File: config.mk
export PLATFORM = sky130hd
export DESIGN_NAME = shift_rows_unit_flat
export DESIGN_NICKNAME = d
export VERILOG_FILES = /design/src/rtl/shift_rows_unit_if.sv /design/src/rtl/shift_rows_unit.sv /design/src/flat_wrapper.sv
export SDC_FILE = /design/constraint.sdc
export NUM_CORES = 1
export LEC_CHECK = 0
export BUFFER_PORTS_ARGS = -buffer_cell sky130_fd_sc_hd__buf_2
export CAP_MARGIN = 40
export CORE_MARGIN = 3
export CORE_UTILIZATION = 50
export DETAILED_ROUTE_END_ITERATION = 8
export GPL_TIMING_DRIVEN = 0
export HOLD_SLACK_MARGIN = 0.06
export PLACE_DENSITY = 0.74
export SLEW_MARGIN = 20
export SYNTH_ARGS = -nofsm -noshare
export SYNTH_HDL_FRONTEND = slang
export SYNTH_SLANG_ARGS = --single-unit
File: constraint.sdc
create_clock -name clk -period 2.09 [get_ports clk]
set_input_delay 0 -clock clk [delete_from_list [all_inputs] [get_ports clk]]
set_output_delay 0 -clock clk [all_outputs]
set_load 0.05 [all_outputs]
File: src/rtl/shift_rows_unit_if.sv
// Handshake bundle for shift_rows_unit: the input block stream, the result stream and the
// FIFO fill level.
interface shift_rows_unit_if #(
    parameter int unsigned NB    = 4,
    parameter int unsigned TAG_W = 4
);
    logic               in_valid;
    logic               in_ready;
    logic               in_inv;
    logic [TAG_W-1:0]   in_tag;
    logic [0:32*NB-1]   in_data;
    logic               out_valid;
    logic               out_ready;
    logic [TAG_W-1:0]   out_tag;
    logic [0:32*NB-1]   out_data;
    logic [1:0]         occupancy;

    // Producer/consumer side
    modport master (
        output in_valid, in_inv, in_tag, in_data, out_ready,
        input  in_ready, out_valid, out_tag, out_data, occupancy
    );

    // The unit itself
    modport slave (
        input  in_valid, in_inv, in_tag, in_data, out_ready,
        output in_ready, out_valid, out_tag, out_data, occupancy
    );
endinterface

File: src/rtl/shift_rows_unit.sv
// Rijndael ShiftRows / InvShiftRows on an NB-column state, followed by a 2-entry result FIFO.
// The permutation is pure wiring selected per block by in_inv; the FIFO gives one cycle latency.
module shift_rows_unit #(
    parameter int unsigned NB    = 4,
    parameter int unsigned TAG_W = 4
) (
    input logic             clk,
    input logic             rst_n,
    shift_rows_unit_if.slave bus
);
    localparam int unsigned W = 32 * NB;

    if (NB != 4 && NB != 6 && NB != 8) begin : g_bad_nb
        $error("shift_rows_unit: NB must be 4, 6 or 8");
    end

    logic [0:W-1] fwd_data;
    logic [0:W-1] inv_data;
    logic [0:W-1] perm_data;

    // Byte (r,c) sits at bits [8*(4c+r) +: 8]; rows rotate left (fwd) or right (inv).
    for (genvar c = 0; c < NB; c++) begin : g_col
        for (genvar r = 0; r < 4; r++) begin : g_row
            localparam int Off    = (r == 0) ? 0 : (r == 1) ? 1 : (NB == 8) ? r + 1 : r;
            localparam int FwdSrc = (c + Off) % NB;
            localparam int InvSrc = (c + NB - Off) % NB;
            assign fwd_data[8*(4*c+r) +: 8] = bus.in_data[8*(4*FwdSrc+r) +: 8];
            assign inv_data[8*(4*c+r) +: 8] = bus.in_data[8*(4*InvSrc+r) +: 8];
        end
    end

    assign perm_data = bus.in_inv ? inv_data : fwd_data;

    logic [0:W-1]     data_q [2];
    logic [TAG_W-1:0] tag_q  [2];
    logic             wr_ptr_q;
    logic             rd_ptr_q;
    logic [1:0]       count_q;
    logic [1:0]       count_d;
    logic             live_q;   // low until the first edge after reset release
    logic             push;
    logic             pop;

    // in_ready depends only on registered state, never on out_ready
    assign bus.in_ready  = live_q && (count_q != 2'd2);
    assign bus.out_valid = (count_q != 2'd0);
    assign bus.out_data  = data_q[rd_ptr_q];
    assign bus.out_tag   = tag_q[rd_ptr_q];
    assign bus.occupancy = count_q;

    assign push = bus.in_valid && bus.in_ready;
    assign pop  = bus.out_valid && bus.out_ready;

    // Next fill level; simultaneous push and pop leave it unchanged
    always_comb begin
        count_d = count_q;
        case ({push, pop})
            2'b10:   count_d = count_q + 2'd1;
            2'b01:   count_d = count_q - 2'd1;
            default: count_d = count_q;
        endcase
    end

    // FIFO storage, pointers and fill level; reset discards everything at once
    always_ff @(posedge clk or negedge rst_n) begin
        if (!rst_n) begin
            for (int i = 0; i < 2; i++) begin
                data_q[i] <= '0;
                tag_q[i]  <= '0;
            end
            wr_ptr_q <= 1'b0;
            rd_ptr_q <= 1'b0;
            count_q  <= 2'd0;
            live_q   <= 1'b0;
        end else begin
            live_q  <= 1'b1;
            count_q <= count_d;
            if (push) begin
                data_q[wr_ptr_q] <= perm_data;
                tag_q[wr_ptr_q]  <= bus.in_tag;
                wr_ptr_q         <= ~wr_ptr_q;
            end
            if (pop) begin
                rd_ptr_q <= ~rd_ptr_q;
            end
        end
    end
endmodule

File: src/flat_wrapper.sv
// flat-port wrapper written by rule: the top's interface ports become plain ports
module shift_rows_unit_flat 
#(
    parameter int unsigned NB    = 4,
    parameter int unsigned TAG_W = 4
)
  (clk, rst_n, bus_in_valid, bus_in_inv, bus_in_tag, bus_in_data, bus_out_ready, bus_in_ready, bus_out_valid, bus_out_tag, bus_out_data, bus_occupancy);
  shift_rows_unit_if #(.NB(NB), .TAG_W(TAG_W)) bus_i ();
  input logic clk;
  input logic rst_n;
  input wire logic [$bits(bus_i.in_valid)-1:0] bus_in_valid;
  input wire logic [$bits(bus_i.in_inv)-1:0] bus_in_inv;
  input wire logic [$bits(bus_i.in_tag)-1:0] bus_in_tag;
  input wire logic [$bits(bus_i.in_data)-1:0] bus_in_data;
  input wire logic [$bits(bus_i.out_ready)-1:0] bus_out_ready;
  output wire logic [$bits(bus_i.in_ready)-1:0] bus_in_ready;
  output wire logic [$bits(bus_i.out_valid)-1:0] bus_out_valid;
  output wire logic [$bits(bus_i.out_tag)-1:0] bus_out_tag;
  output wire logic [$bits(bus_i.out_data)-1:0] bus_out_data;
  output wire logic [$bits(bus_i.occupancy)-1:0] bus_occupancy;
  assign bus_i.in_valid = bus_in_valid;
  assign bus_i.in_inv = bus_in_inv;
  assign bus_i.in_tag = bus_in_tag;
  assign bus_i.in_data = bus_in_data;
  assign bus_i.out_ready = bus_out_ready;
  assign bus_in_ready = bus_i.in_ready;
  assign bus_out_valid = bus_i.out_valid;
  assign bus_out_tag = bus_i.out_tag;
  assign bus_out_data = bus_i.out_data;
  assign bus_occupancy = bus_i.occupancy;
  shift_rows_unit #(.NB(NB), .TAG_W(TAG_W)) u_core (.clk(clk), .rst_n(rst_n), .bus(bus_i));
endmodule
==> impl_metrics.ini, run 1 <==
[floorplan]
die_area_um2 = 27500
die_w_um = 166
io_pins = 273
die_h_um = 166
start_util_pct = 51.7
row_count = 57
core_um2 = 24700

[timing]
drv_slew = 0
relSlewSlack_pct = 61.2
worst_pin_slew_ns = 0.582
finalSetupViolations = 0
post-route-min-period_ns = 2.02
hold_viol = 0
clock.fmax_mhz = 496
rsz0062_at_grt = yes
fin_skew_ns = 0.00861
period_share_pct = 96.6

[detailed_routing]
drt-total-wl_um = 31400
drtAntennaViolNets = 0
drt_iter0_drc = 268
drc = 0
drtPass1Iterations = 4
via_count = 8268
vias_per_cell = 5.14
wl_per_cell_um = 19.5

[setup_path]
crit_path_end_kind = output pin
path_max_fanout = 10
worstSetupPathType = reg -> out
crit_arrival_ns = 2.02
worstPathRequired_ns = 2.09
worst_setup_path_start_kind = flip-flop

[yosys]
ys_ff_latch = 269
netlist_instances = 795
yosysUniqueCellTypes = 19
syn_nets = 933
yosys_warnings = 0
avgSynthCellArea_um2 = 16.1
synthFlopType = dfrtp_1
synth_top_area_share_pct = 52.6
syn_area_um2 = 12800
ys_top_cells_by_area = dfrtp_1 53%, mux2_2 33%, mux2_4 9.4%
yosysTopAreaCell = dfrtp_1
async_flop_share_pct = 100
yosysMostFrequentCell = mux2_2
synthTopCellsByCount = 380 x mux2_2, 269 x dfrtp_1, 80 x mux2_4, 19 x buf_2
synth_edf_count = 0
ys_seq_area_share_pct = 52.6

[clocking]
clk_latency_ns = 0.53
cts_tree = built
max-clock-path-buffers = 3
cts_root_buffer = clkbuf_16
cts_htree_levels = 1
clk_pin_slew_ns = 0.06
cts.sinks = 269
cts_setup_buffers = 0
cts_buffers = 29

[global_route]
grt_first_pass_wirelength_um = 51200
grt.total_usage_pct = 22.5
grt_antenna_before_repair = 0
grt_pass1_vias = 9431
grt_max_degree = 96
grt_overflow = 0

[placement]
dp_hpwl_um = 20400
dp.cells = 1393
place_congestion = 0.764
port-buffer-count = 271

[worst_hold_path]
hp-class = in -> reg

[layout]
antenna-diode-count = 0
fillers = 1680
final_cells = 1610
synthToLayoutAreaGrowth_pct = 35.9
nets = 1405
layout-drive-gt1-share_pct = 65.0

[outcome]
status = finished clean

[job]
cap_violations = 0
==> stage by stage <==
step	cell area [um^2]	hold WS [ns]	worst slack [ns]	util [%]	setup TNS, ns
CTS	17400	0.219	0.0256	70.2	0
global route	17400	0.234	-0.0234	70.2	-0.383
floorplan	12800	-0.296	0.107	-	0
finish	17400	0.228	0.0720	70.2	0
detailed placement	14600	-0.0329	-0.113	59.2	-5.76
global placement	14500	0.245	-4.02	58.8	-1083.70
==> flip-flops by register name, summed over array words and instances, names as in the netlist <==
register              count
u_core.live_q             1
u_core.data_q           256
u_core.rd_ptr_q           1
u_core.bus.occupancy      2
u_core.wr_ptr_q           1
u_core.tag_q              8
==> worst max-delay path, stage by stage (launching register included) <==
cell and delay, ns:
dfrtp_2 0.45, clkbuf_8 0.22, buf_4 0.22, mux2_2 0.37, buf_2 0.22
==> kinds of logic after synthesis <==
logic type	synth area share, %
adder cells (fa/ha/maj)	0.0978
AND/OR/NAND/NOR	0.499
XOR/XNOR	0.343
flip-flops	52.6
other	0.0293
buffers and inverters	3.53
multiplexers	42.9
==> layout make-up <==
cell class | count | area [um^2] | share of cell area (%)
Sequential cell | 269 | 6730 | 38.8
Multi-Input combinational cell | 475 | 5600 | 32.3
Timing Repair Buffer | 442 | 3130 | 18.0
Clock buffer | 42 | 895 | 5.15
Buffer | 50 | 485 | 2.79
Tap cell | 324 | 405 | 2.33
Clock inverter | 8 | 119 | 0.684
==> worst paths after layout <==
kind	from	to	slack, ns	depth (start not counted)
worst max-delay path	u_core.rd_ptr_q$_DFFE_PN0P_	bus_out_data[9]	0.07	4
worst min-delay path	bus_in_inv	u_core.data_q[241]$_DFFE_PN0P_	0.23	3
worst max register to register	u_core.bus.occupancy[0]$_DFFE_PN0P_	u_core.data_q[107]$_DFFE_PN0P_	0.28	5
worst min register to register	u_core.data_q[56]$_DFFE_PN0P_	u_core.data_q[56]$_DFFE_PN0P_	0.50	1
max in group asynchronous	rst_n	u_core.data_q[25]$_DFFE_PN0P_	0.39	5
min in group asynchronous	rst_n	u_core.data_q[253]$_DFFE_PN0P_	0.53	3
==> cells in the final DEF, fill, tap and decap left out, types with 4 or more instances in the layout <==
master         instances
dfrtp_1              268
clkbuf_8              13
clkinv_2               4
buf_6                 10
mux2_4                80
buf_2                282
dlygate4sd3_1        168
clkbuf_2               5
clkbuf_16             29
mux2_2               380
buf_4                 12
buf_12                 9
==> timing repair <==
action,CTS,global route
endpoints found under the setup margin,132,37
hold buffers,168,0
gates resized for setup,16,1
endpoints found under the hold margin,472,0
==> per-layer routing <==
layer  up-vias  global-route usage (%)  share of wire, %
met4         0                    5.24               2.3
met3        47                    4.74               5.0
met2       207                    39.2                50
met5         -                       0                 0
li1       3806                       -                 -
met1      4208                    28.9                43
Power of run 1 is left out: the tool's default activity adds up to more than one toggle a clock period on the data nets, which glitch-free logic cannot reach.
==> run 2: changes to the inputs <==
--- a/config.mk
+++ b/config.mk
@@ -5,14 +5,17 @@
 export SDC_FILE = /design/constraint.sdc
 export NUM_CORES = 1
 export LEC_CHECK = 0
-export BUFFER_PORTS_ARGS = -buffer_cell sky130_fd_sc_hd__buf_2
 export CAP_MARGIN = 40
+export CELL_PAD_IN_SITES_DETAIL_PLACEMENT = 0
+export CELL_PAD_IN_SITES_GLOBAL_PLACEMENT = 1
 export CORE_MARGIN = 3
 export CORE_UTILIZATION = 50
+export CTS_CLUSTER_DIAMETER = 80
 export DETAILED_ROUTE_END_ITERATION = 8
+export DONT_BUFFER_PORTS = 1
 export GPL_TIMING_DRIVEN = 0
 export HOLD_SLACK_MARGIN = 0.06
-export PLACE_DENSITY = 0.74
+export PLACE_DENSITY_LB_ADDON = 0.1
 export SLEW_MARGIN = 20
 export SYNTH_ARGS = -nofsm -noshare
 export SYNTH_HDL_FRONTEND = slang
==> run 2 against run 1 <==
Compared with the run above:
- the run now ends with hold timing left
- first-iteration DRC count grew 21%
- via count down 11%
- global-route usage fell by 0.21 points
- hold slack worse by 1.1 ns
- sequential share of layout area rose by 3.3 points
- clock skew rose by 0.0010 ns
- die area unchanged
- setup slack improved by 0.023 ns
- final cell count fell by 17%
- non-clock buffer count shrank 276
- largest cell class unchanged
==> impl_metrics.ini, run 2 (synthesis results as in run 1) <==
[placement]
place_congestion = 0.741
dp_hpwl_um = 20400
dp_slack_ns = -0.144
port-buffer-count = 0
dp.cells = 1119

[setup_path]
worst_setup_path_start_kind = flip-flop
worstSetupPathType = reg -> out
crit_path_end_kind = output pin
crit_arrival_ns = 2.00
worstPathRequired_ns = 2.09
path_max_fanout = 10

[outcome]
failed_checks = hold timing
status = complete, but fails checks

[clocking]
max-clock-path-buffers = 3
cts_tree = built
cts_setup_buffers = 0
postCtsHoldBufs = 166
cts_htree_levels = 1
cts.sinks = 269
cts_root_buffer = clkbuf_16
clk_pin_slew_ns = 0.06
cts_buffers = 30
clk_latency_ns = 0.54

[timing]
finalWorstSetupSlack_ns = 0.0949
post-route-min-period_ns = 2.00
hold_ws_ns = -0.852
rsz0062_at_grt = yes
fin_skew_ns = 0.00963
period_share_pct = 95.5
finalSetupViolations = 0
drv_slew = 0
hold_viol = 269
worst_pin_slew_ns = 0.692
clock.fmax_mhz = 501
relSlewSlack_pct = 53.9

[detailed_routing]
drtPass1Iterations = 4
drt_iter0_drc = 324
vias_per_cell = 5.47
drc = 0
drtAntennaViolNets = 0
wl_per_cell_um = 23.2
drt-total-wl_um = 31000
via_count = 7318

[floorplan]
row_count = 57
core_um2 = 24700
die_w_um = 166
die_area_um2 = 27500
io_pins = 273
start_util_pct = 51.7
die_h_um = 166

[job]
cap_violations = 0

[global_route]
grt_max_degree = 270
grt_antenna_before_repair = 0
grt_overflow = 0
grt_first_pass_wirelength_um = 49400
grt.total_usage_pct = 22.3
grt_pass1_vias = 8522

[layout]
regMostFlops = u_core.data_q
layout-drive-gt1-share_pct = 55.5
final_common_cell = mux2_2
final_cells = 1339
antenna-diode-count = 0
synthToLayoutAreaGrowth_pct = 25.1
largest_reg_flops = 256
layout_common_cells = 379 x mux2_2, 267 x dfrtp_1, 166 x dlygate4sd3_1, 81 x mux2_4, 31 x clkbuf_16
nets = 1130

[worst_hold_path]
hp-class = in -> async
[run 2: worst paths after layout]
kind                                                startpoint                        endpoint  slack, ns  depth (start not counted)
max                                u_core.rd_ptr_q$_DFFE_PN0P_                bus_out_data[35]       0.09                          3
min                                                      rst_n  u_core.data_q[124]$_DFFE_PN0P_      -0.85                          0
max reg2reg                u_core.bus.occupancy[0]$_DFFE_PN0P_   u_core.data_q[98]$_DFFE_PN0P_       0.12                          5
min reg2reg                      u_core.data_q[86]$_DFFE_PN0P_   u_core.data_q[86]$_DFFE_PN0P_       0.50                          1
max in group asynchronous                                rst_n  u_core.data_q[118]$_DFFE_PN0P_       2.48                          0
min in group clk                                  bus_in_valid  u_core.data_q[110]$_DFFE_PN0P_       0.16                          3
[run 2: through the flow]
| stage | hold WS (ns) | TNS (ns) | utilization [%] | instance area [um^2] |
|---|---|---|---|---|
| finish | -0.852 | 0 | 64.6 | 16000 |
| floorplan | -0.296 | 0 | - | 12800 |
| global placement | -0.288 | -15.05 | 53.3 | 13200 |
| global route | -0.893 | -0.000290 | 64.6 | 16000 |
| detailed placement | -0.289 | -18.09 | 53.3 | 13200 |
| CTS | -0.876 | 0 | 64.6 | 16000 |
[run 2: what timing repair did]
item / 4_1_cts / 5_1_grt
endpoints found under the setup margin: 336 / 12
resized for setup: 17 / 3
endpoints found under the hold margin: 537 / 269
pin swaps: 0 / 0
[run 2: critical path, stage by stage (launching register included)]
cell,delay [ns]
dfrtp_1,0.47
clkbuf_8,0.24
buf_4,0.24
mux2_2,0.49
[run 2: per-layer routing]
| metal | global-route usage [%] | up-vias | wire [um] |
|---|---|---|---|
| li1 | - | 3274 | - |
| met1 | 28.5 | 3796 | 13100 |
| met2 | 37.9 | 207 | 15300 |
| met3 | 6.38 | 41 | 2120 |
| met4 | 4.95 | 0 | 538 |
| met5 | 0 | - | 0 |
[run 2: area by class of cell]
class,count,area [um^2]
plain buffers,50,482
clock buffers,47,936
clock inverters,8,165
fillers,1803,8750
multi-input cells,475,5610
flip-flops and latches,269,6730
well taps,324,405
repair buffers,166,1660
Power of run 2 is left out for the same reason.
